==> config.mk <==
export PLATFORM = sky130hd
export DESIGN_NAME = hash_table_batch_frontend
export DESIGN_NICKNAME = d
export VERILOG_FILES = /design/src/rtl/hash_table_batch_frontend_pkg.sv /design/src/rtl/hash_table_batch_frontend_xor_reduce_masked.sv /design/src/rtl/hash_table_batch_frontend.sv
export SDC_FILE = /design/constraint.sdc
export NUM_CORES = 2
export LEC_CHECK = 0
export CAP_MARGIN = 30
export CORE_AREA = 2 2 776 778
export CTS_BUF_LIST = sky130_fd_sc_hd__clkbuf_2
export DETAILED_ROUTE_END_ITERATION = 7
export DIE_AREA = 0 0 778 780
export GPL_TIMING_DRIVEN = 0
export SYNTH_ARGS = -nofsm -noshare
export SYNTH_HDL_FRONTEND = slang
export SYNTH_SLANG_ARGS = --single-unit
==> constraint.sdc <==
create_clock -name clk -period 2.1 [get_ports clk]
set_input_delay 0.63 -clock clk [delete_from_list [all_inputs] [get_ports clk]]
set_output_delay 0.63 -clock clk [all_outputs]
set_load 0.02 [all_outputs]
==> src/rtl/hash_table_batch_frontend_pkg.sv <==
// Package: hash_fe_pkg
// Purpose: Shared types and constants for the hash table batch front end.
//   - opt_t   : write-lane operation encodings
//   - state_t : batching FSM state encoding
//   - ptr_width() plus default pointer widths for the read and write lane pointers
package hash_fe_pkg;

  typedef enum logic [1:0] {
    OPT_NOP = 2'b00,
    OPT_INS = 2'b01,
    OPT_UPD = 2'b10,
    OPT_DEL = 2'b11
  } opt_t;

  typedef enum logic [1:0] {
    FILL  = 2'd0,
    ISSUE = 2'd1,
    WAIT  = 2'd2,
    DRAIN = 2'd3
  } state_t;

  // A pointer over n lanes needs $clog2(n) bits. A single-lane pointer
  // still needs one bit, so that case is clamped.
  function automatic int ptr_width(input int n);
    return (n > 1) ? $clog2(n) : 1;
  endfunction

  localparam int NUM_RD_DEF = 16;
  localparam int NUM_WR_DEF = 8;
  localparam int RD_PTR_W   = $clog2(NUM_RD_DEF);
  localparam int WR_PTR_W   = $clog2(NUM_WR_DEF);

endpackage

==> src/rtl/hash_table_batch_frontend_xor_reduce_masked.sv <==
// Module: xor_reduce_masked
// Purpose: Combinational XOR of every lane whose mask bit is set. With an
//   empty mask the result is zero. The parent registers the result.
// Ports:
//   lanes  in   NUM_LANES*DATA_WIDTH   lane i at [i*DATA_WIDTH +: DATA_WIDTH]
//   mask   in   NUM_LANES              1 = lane takes part in the XOR
//   result out  DATA_WIDTH             XOR of the selected lanes
module xor_reduce_masked #(
  parameter int NUM_LANES  = 16,
  parameter int DATA_WIDTH = 64
) (
  input  logic [NUM_LANES*DATA_WIDTH-1:0] lanes,
  input  logic [NUM_LANES-1:0]            mask,
  output logic [DATA_WIDTH-1:0]           result
);

  // Fold the selected lanes into the accumulator. Unselected lanes are
  // skipped, so their contents never reach the result.
  always_comb begin
    result = '0;
    for (int i = 0; i < NUM_LANES; i++) begin
      if (mask[i]) begin
        result = result ^ lanes[i*DATA_WIDTH +: DATA_WIDTH];
      end
    end
  end

endmodule

==> src/rtl/hash_table_batch_frontend.sv <==
// Module: hash_table_batch_frontend
// Purpose: Packs a narrow valid/ready stream of read and write beats into one
//   wide batch for the multi-port hash table core. The module issues the batch,
//   waits the fixed core latency, and then returns the XOR of the filled read
//   lanes on a valid/ready result port.
// Ports:
//   clk, reset                 clock, synchronous active-high reset
//   in_valid/in_ready          input beat handshake (in_ready only in FILL)
//   in_is_wr, in_key,
//   in_value, in_opt, in_last  beat payload; in_last closes the batch
//   core_key/value/opt         lane registers presented to the core
//   core_en                    write-lane enables, only in the issue cycle
//   core_issue                 one-cycle batch issue strobe
//   core_rd_out                core read data, CORE_LATENCY cycles after issue
//   out_valid/out_ready        result handshake
//   out_xor, out_rd_mask       masked XOR result and the read lanes it covers
//   batch_cnt                  completed batches, wraps at 16 bits
module hash_table_batch_frontend
  import hash_fe_pkg::*;
#(
  parameter int NUM_RD       = 16,
  parameter int NUM_WR       = 8,
  parameter int KEY_WIDTH    = 32,
  parameter int VALUE_WIDTH  = 31,
  parameter int DATA_WIDTH   = 64,
  parameter int CORE_LATENCY = 4
) (
  input  logic                          clk,
  input  logic                          reset,
  input  logic                          in_valid,
  output logic                          in_ready,
  input  logic                          in_is_wr,
  input  logic [KEY_WIDTH-1:0]          in_key,
  input  logic [VALUE_WIDTH-1:0]        in_value,
  input  logic [1:0]                    in_opt,
  input  logic                          in_last,
  output logic [NUM_RD*KEY_WIDTH-1:0]   core_key,
  output logic [NUM_WR*VALUE_WIDTH-1:0] core_value,
  output logic [2*NUM_WR-1:0]           core_opt,
  output logic [NUM_WR-1:0]             core_en,
  output logic                          core_issue,
  input  logic [NUM_RD*DATA_WIDTH-1:0]  core_rd_out,
  output logic                          out_valid,
  input  logic                          out_ready,
  output logic [DATA_WIDTH-1:0]         out_xor,
  output logic [NUM_RD-1:0]             out_rd_mask,
  output logic [15:0]                   batch_cnt
);

  localparam int RPW = ptr_width(NUM_RD);
  localparam int WPW = ptr_width(NUM_WR);
  // The counter must be able to hold CORE_LATENCY itself.
  localparam int CW  = ptr_width(CORE_LATENCY + 1);

  state_t state, state_next;

  logic [RPW-1:0]                  rd_ptr;
  logic [WPW-1:0]                  wr_ptr;
  logic [NUM_RD-1:0]               rd_mask;
  logic [NUM_WR-1:0]               wr_mask;
  logic [NUM_RD*KEY_WIDTH-1:0]     key_lanes;
  logic [NUM_WR*VALUE_WIDTH-1:0]   value_lanes;
  logic [2*NUM_WR-1:0]             opt_lanes;
  logic [CW-1:0]                   lat_cnt;
  logic [DATA_WIDTH-1:0]           out_xor_q;
  logic [NUM_RD-1:0]               out_rd_mask_q;
  logic [15:0]                     batch_cnt_q;
  logic [DATA_WIDTH-1:0]           lane_xor;

  logic beat_fire;
  logic rd_beat;
  logic wr_beat;
  logic rd_last_lane;
  logic wr_last_lane;
  logic close_batch;
  logic lat_expire;
  logic drain_done;

  // Payload inputs only matter when a beat is accepted. Every use of
  // in_is_wr and in_last is gated by beat_fire, so idle-cycle garbage
  // never reaches state.
  assign beat_fire    = in_valid & in_ready;
  assign rd_beat      = beat_fire & ~in_is_wr;
  assign wr_beat      = beat_fire & in_is_wr;
  assign rd_last_lane = (rd_ptr == RPW'(NUM_RD - 1));
  assign wr_last_lane = (wr_ptr == WPW'(NUM_WR - 1));
  assign close_batch  = beat_fire &
                        (in_last | (~in_is_wr & rd_last_lane) | (in_is_wr & wr_last_lane));
  assign lat_expire   = (state == WAIT) && (lat_cnt == CW'(1));
  assign drain_done   = (state == DRAIN) && out_ready;

  // State register.
  always_ff @(posedge clk) begin
    if (reset) begin
      state <= FILL;
    end else begin
      state <= state_next;
    end
  end

  // Next-state logic. A batch only closes on an accepted beat, so every
  // issued batch holds at least one beat.
  always_comb begin
    state_next = state;
    unique case (state)
      FILL:    if (close_batch) state_next = ISSUE;
      ISSUE:   state_next = WAIT;
      WAIT:    if (lat_cnt == CW'(1)) state_next = DRAIN;
      DRAIN:   if (out_ready) state_next = FILL;
      default: state_next = FILL;
    endcase
  end

  // Output decode. The write enables are gated to the issue cycle, so the
  // core sees each write exactly once while the lane data stays up.
  always_comb begin
    in_ready   = 1'b0;
    core_issue = 1'b0;
    core_en    = '0;
    out_valid  = 1'b0;
    unique case (state)
      FILL:    in_ready = 1'b1;
      ISSUE: begin
        core_issue = 1'b1;
        core_en    = wr_mask;
      end
      DRAIN:   out_valid = 1'b1;
      default: ;
    endcase
  end

  // Lane registers, pointers and fill masks. Everything clears when the
  // result is consumed, which is why unfilled lanes present key 0,
  // value 0 and a NOP op at issue time. The lanes hold still through
  // ISSUE and WAIT because in_ready is low there.
  always_ff @(posedge clk) begin
    if (reset || drain_done) begin
      rd_ptr      <= '0;
      wr_ptr      <= '0;
      rd_mask     <= '0;
      wr_mask     <= '0;
      key_lanes   <= '0;
      value_lanes <= '0;
      opt_lanes   <= {NUM_WR{2'(OPT_NOP)}};
    end else begin
      for (int i = 0; i < NUM_RD; i++) begin
        if (rd_beat && (rd_ptr == RPW'(i))) begin
          key_lanes[i*KEY_WIDTH +: KEY_WIDTH] <= in_key;
          rd_mask[i]                          <= 1'b1;
        end
      end
      for (int j = 0; j < NUM_WR; j++) begin
        if (wr_beat && (wr_ptr == WPW'(j))) begin
          value_lanes[j*VALUE_WIDTH +: VALUE_WIDTH] <= in_value;
          opt_lanes[j*2 +: 2]                       <= in_opt;
          wr_mask[j]                                <= 1'b1;
        end
      end
      if (rd_beat) begin
        rd_ptr <= rd_ptr + RPW'(1);
      end
      if (wr_beat) begin
        wr_ptr <= wr_ptr + WPW'(1);
      end
    end
  end

  // Latency counter. It loads in ISSUE and counts down through WAIT. The
  // value 1 marks the CORE_LATENCY-th cycle after issue, which is when
  // core_rd_out is valid. CORE_LATENCY must be at least 1.
  always_ff @(posedge clk) begin
    if (reset) begin
      lat_cnt <= '0;
    end else if (state == ISSUE) begin
      lat_cnt <= CW'(CORE_LATENCY);
    end else if ((state == WAIT) && (lat_cnt != CW'(1))) begin
      lat_cnt <= lat_cnt - CW'(1);
    end
  end

  xor_reduce_masked #(
    .NUM_LANES  (NUM_RD),
    .DATA_WIDTH (DATA_WIDTH)
  ) u_xor_reduce (
    .lanes  (core_rd_out),
    .mask   (rd_mask),
    .result (lane_xor)
  );

  // Result capture. The registers stay frozen from capture until the next
  // capture, so they hold steady through any DRAIN backpressure. A reset
  // during WAIT leaves the FSM in FILL, so the late core data is never
  // captured.
  always_ff @(posedge clk) begin
    if (reset) begin
      out_xor_q     <= '0;
      out_rd_mask_q <= '0;
    end else if (lat_expire) begin
      out_xor_q     <= lane_xor;
      out_rd_mask_q <= rd_mask;
    end
  end

  // Completed-batch counter. It advances on the result handshake and wraps
  // naturally at 16 bits.
  always_ff @(posedge clk) begin
    if (reset) begin
      batch_cnt_q <= '0;
    end else if (drain_done) begin
      batch_cnt_q <= batch_cnt_q + 16'd1;
    end
  end

  assign core_key    = key_lanes;
  assign core_value  = value_lanes;
  assign core_opt    = opt_lanes;
  assign out_xor     = out_xor_q;
  assign out_rd_mask = out_rd_mask_q;
  assign batch_cnt   = batch_cnt_q;

endmodule

==> summary.md <==
| Metric | Value |
|---|---|
| TritonCTS clock tree | yes |
| Final WL | 683000 um |
| Row count | 285 |
| Vias in the first global route | just under 60000 |
| Worst EP arrival | between 2000 and 3000 ps |
| Hold Fails Final Rpt | 0 |
| Worst IR drop on VDD | between 0.4 and 0.5 mV |
| Post-Syn Instances | 6122 |
| Slowest library cell on the worst path | dfxtp_4 |
| Final worst path period share | 164% |
| Worst path bufs/invs | 3 |
| FF-to-FF path depth | 7 |
| Post-synth design cell area | about 45000 um2 |
| Detail Route Antenna Nets | 0 |
| Clk pin slew, worst setup/hold paths | ~90 ps |
| Initial antenna violation count | 552 |
| Via/cell ratio | approximately 3.4 |
| RD Place Congestion | between 1 and 1.5 |
| Place WS | -2560 ps |
| RSZ-0062 raised after global routing | yes |
| Slew Limit Fails | 0 |
| Total gr overflow | 0 |
| Initial DRC Count | around 6200 |
| Yosys cell types | 32 |
| Largest net degree at the start of global routing | 14 |
| Hold_ws | 276 ps |
| Final cell count without fillers | between 15000 and 20000 |
| Number of synthesized flops with an enable pin | 0 |
| First-pass GRT wire length | ~800000 um |
| Worst skew pair latency | around 1900 ps |
| Total GRT Usage | 21.4% |
| Asr flop ratio synth | 0% |
| Clk buf depth | 4 |
| CP Capture Type | output port |
| CP Launch Type | flip-flop |
| Area contributors post-synth | dfxtp_1 41%, nand2_1 22%, xnor2_1 14% |
| # DRC | 0 |
| Synth Register Bits | 908 |
| Root Buffer | clkbuf_2 |
| Placed instance count | approximately 16000 |
| Prevailing post-synth register cell | dfxtp_1 |
| PwrDens | ~480 nW/um2 |
| Layout cell share with drive strength beyond 1 | around 31% |
| Max Cap Violations | 0 |
| Sequential share of the synthesized area | roughly two fifths |
| Number of H-tree levels | 5 |
| Hold-critical path depth | 7 |
| Pleak | ~34 nW |
| F_max | between 200 and 300 MHz |
| Slew margin rel. | a little under a quarter |
| Sink Count | ~910 |
| Worst hold path type | in2reg |
| I/O pin count | roughly 2000 |
| Crit-path max cell delay | between 300 and 400 ps |
| Synth Area per Inst | about 7.3 um2 |
| Die width | slightly below 800 um |
| Critical path fanouts, max | 5 |
| Failing checks | setup timing |
| Syn-to-layout area delta | 125% |
| Minimum clock period | about 3400 ps |
| Final layout net count | approximately 11000 |
| Synth area leader | dfxtp_1 |
| Pre-Repair DR Iteration Count | 6 |
| Via count | between 60000 and 70000 |
| Hpwl dp | 581000 um |
| Yosys warns | 0 |
| Core area | between 500000 and 600000 um2 |
| Final setup viols | approximately 1700 |
| Area fraction of the dominant cell type after synthesis | about two fifths |
| Cell family contributing the most delay on the critical path | flip-flops |
| Clock skew | ~280 ps |
| Port Buffer Count | about 1900 |
| Post-Syn Nets | just over 7000 |
| Final core occ | between 10% and 20% |
| Worst path cell trace | inv_4, ha_4, clkbuf_16, and2_4, buf_12 |
| Setup CP Type | reg2out |
| Worst Tran Pin Value | roughly 1100 ps |
| WP data required | 1470 ps |
| Status | complete, but fails checks |
| Die height | approximately 780 um |
| DR WL/cell | 37.0 um |
| TritonCTS Buffers | roughly 280 |
| WP depth | 5 |
| Initial Util | under 10% |
| Die area | between 600000 and 700000 um2 |
| Final worst slack | -1340 ps |
-- kinds of logic (layout without fill, tap and decap cells) --
| group | count (synthesis) | after routing | share of synthesized area (%) |
|---|---|---|---|
| buffers and inverters | 501 | 4529 | 4.93 |
| and+or+nand+nor | 2846 | 2846 | 24.3 |
| other | 0 | 276 | 0 |
| adders and majority gates | 17 | 17 | 0.478 |
| AOI/OAI and AO/OA | 869 | 869 | 10.2 |
| xor gates and xnor gates | 979 | 979 | 19.3 |
| muxes | 2 | 2 | 0.0449 |
| DFF | 908 | 908 | 40.8 |
-- path summary, 6_finish.rpt --
path	from	endpoint	slack, ps
max	state[1]	core_en[2]	-1340
min reg2reg	core_key[56]	core_key[56]	460
max reg2reg	rd_mask[13]	out_xor[38]	-1330
min	core_rd_out[899]	out_xor[3]	280
-- per-stage QoR --
stage           TNS, ps  instance area, um2  power [W]
3_3_place_gp   -2520750               73700     0.0276
4_1_cts        -1968350               95000     0.0479
5_1_grt        -1647990               99800     0.0495
6_report       -1294030              100000     0.0476
2_1_floorplan         0               44500     0.0210
3_5_place_dp   -1556570               76500     0.0282
-- per-layer routing --
metal | vias to the layer above | part of all wire (%) | wire, um | GRT usage [%]
met5 | - | 0.10 | 714 | 0
met1 | 30300 | 37 | 256000 | 24.1
met4 | 108 | 5.2 | 35900 | 8.39
met3 | 1337 | 8.3 | 56600 | 5.73
met2 | 4552 | 49 | 335000 | 38.1
li1 | 27300 | - | - | -
-- layout by cell type (no fill, tap or decap), types with 254 or more instances in the layout --
cell type / netlist / routed
nand2_1: 2624 / 2577
dlygate4sd3_1: 0 / 1148
buf_6: 0 / 864
xor2_1: 264 / 254
dfxtp_2: 0 / 843
xnor2_1: 715 / 657
diode_2: 0 / 276
a21oi_1: 797 / 786
buf_4: 69 / 333
clkbuf_2: 0 / 489
clkdlybuf4s50_1: 0 / 1029
-- power by group --
part	total (W)	switching, W	internal (W)
registers	0.0179	0.000328	0.0176
clock network	0.0156	0.00973	0.00587
logic	0.0141	0.00810	0.00601
-- sequential cells by signal, indices dropped and copies added, names as in the netlist --
register / cells
batch_cnt: 16
out_xor: 64
core_value: 248
rd_ptr: 4
core_key: 512
lat_cnt: 3
state: 2
core_opt: 16
rd_mask: 16
wr_ptr: 3
out_rd_mask: 16
wr_mask: 8
-- repair_timing --
| item | 4_1_cts | 5_1_grt |
|---|---|---|
| hold endpoints to repair | 844 | 1 |
| pin swaps | 51 | 25 |
| buffers inserted | 131 | 214 |
| gates resized for setup | 3222 | 3742 |
| cloned | 3 | 2 |
| endpoints found under the setup margin | 1773 | 1753 |
| hold buffers | 1147 | 3 |
-- worst min-delay path, stage by stage --
cell,delay (ps)
clkdlybuf4s50_1,450
nand2_4,170
xor2_2,110
xnor2_1,160
xnor2_2,230
xnor2_1,170
a211oi_1,60
-- cells in the mapped netlist (all sizes together), types with 3 or more instances --
| library cell | n |
|---|---|
| nand4 | 6 |
| nand2 | 2624 |
| a211oi | 66 |
| xor2 | 264 |
| xnor2 | 715 |
| nor2 | 154 |
| and2 | 13 |
| and3 | 13 |
| nand2b | 3 |
| buf | 124 |
| inv | 14 |
| nor3 | 6 |
| nand3 | 21 |
| a21oi | 797 |
| clkbuf | 363 |
| ha | 17 |
| dfxtp | 908 |
-- final cells by class --
cell class	instances	area, um2
diodes	276	691
plain buffers	484	3660
clock buffers	395	1980
clock inverters	82	558
fillers	67500	499000
inverters	14	57.6
multi-input cells	4713	25700
flip-flops and latches	908	19400
well taps	8036	10100
repair buffers	3554	38100
Note: power is estimated with default switching activity, not from simulation.
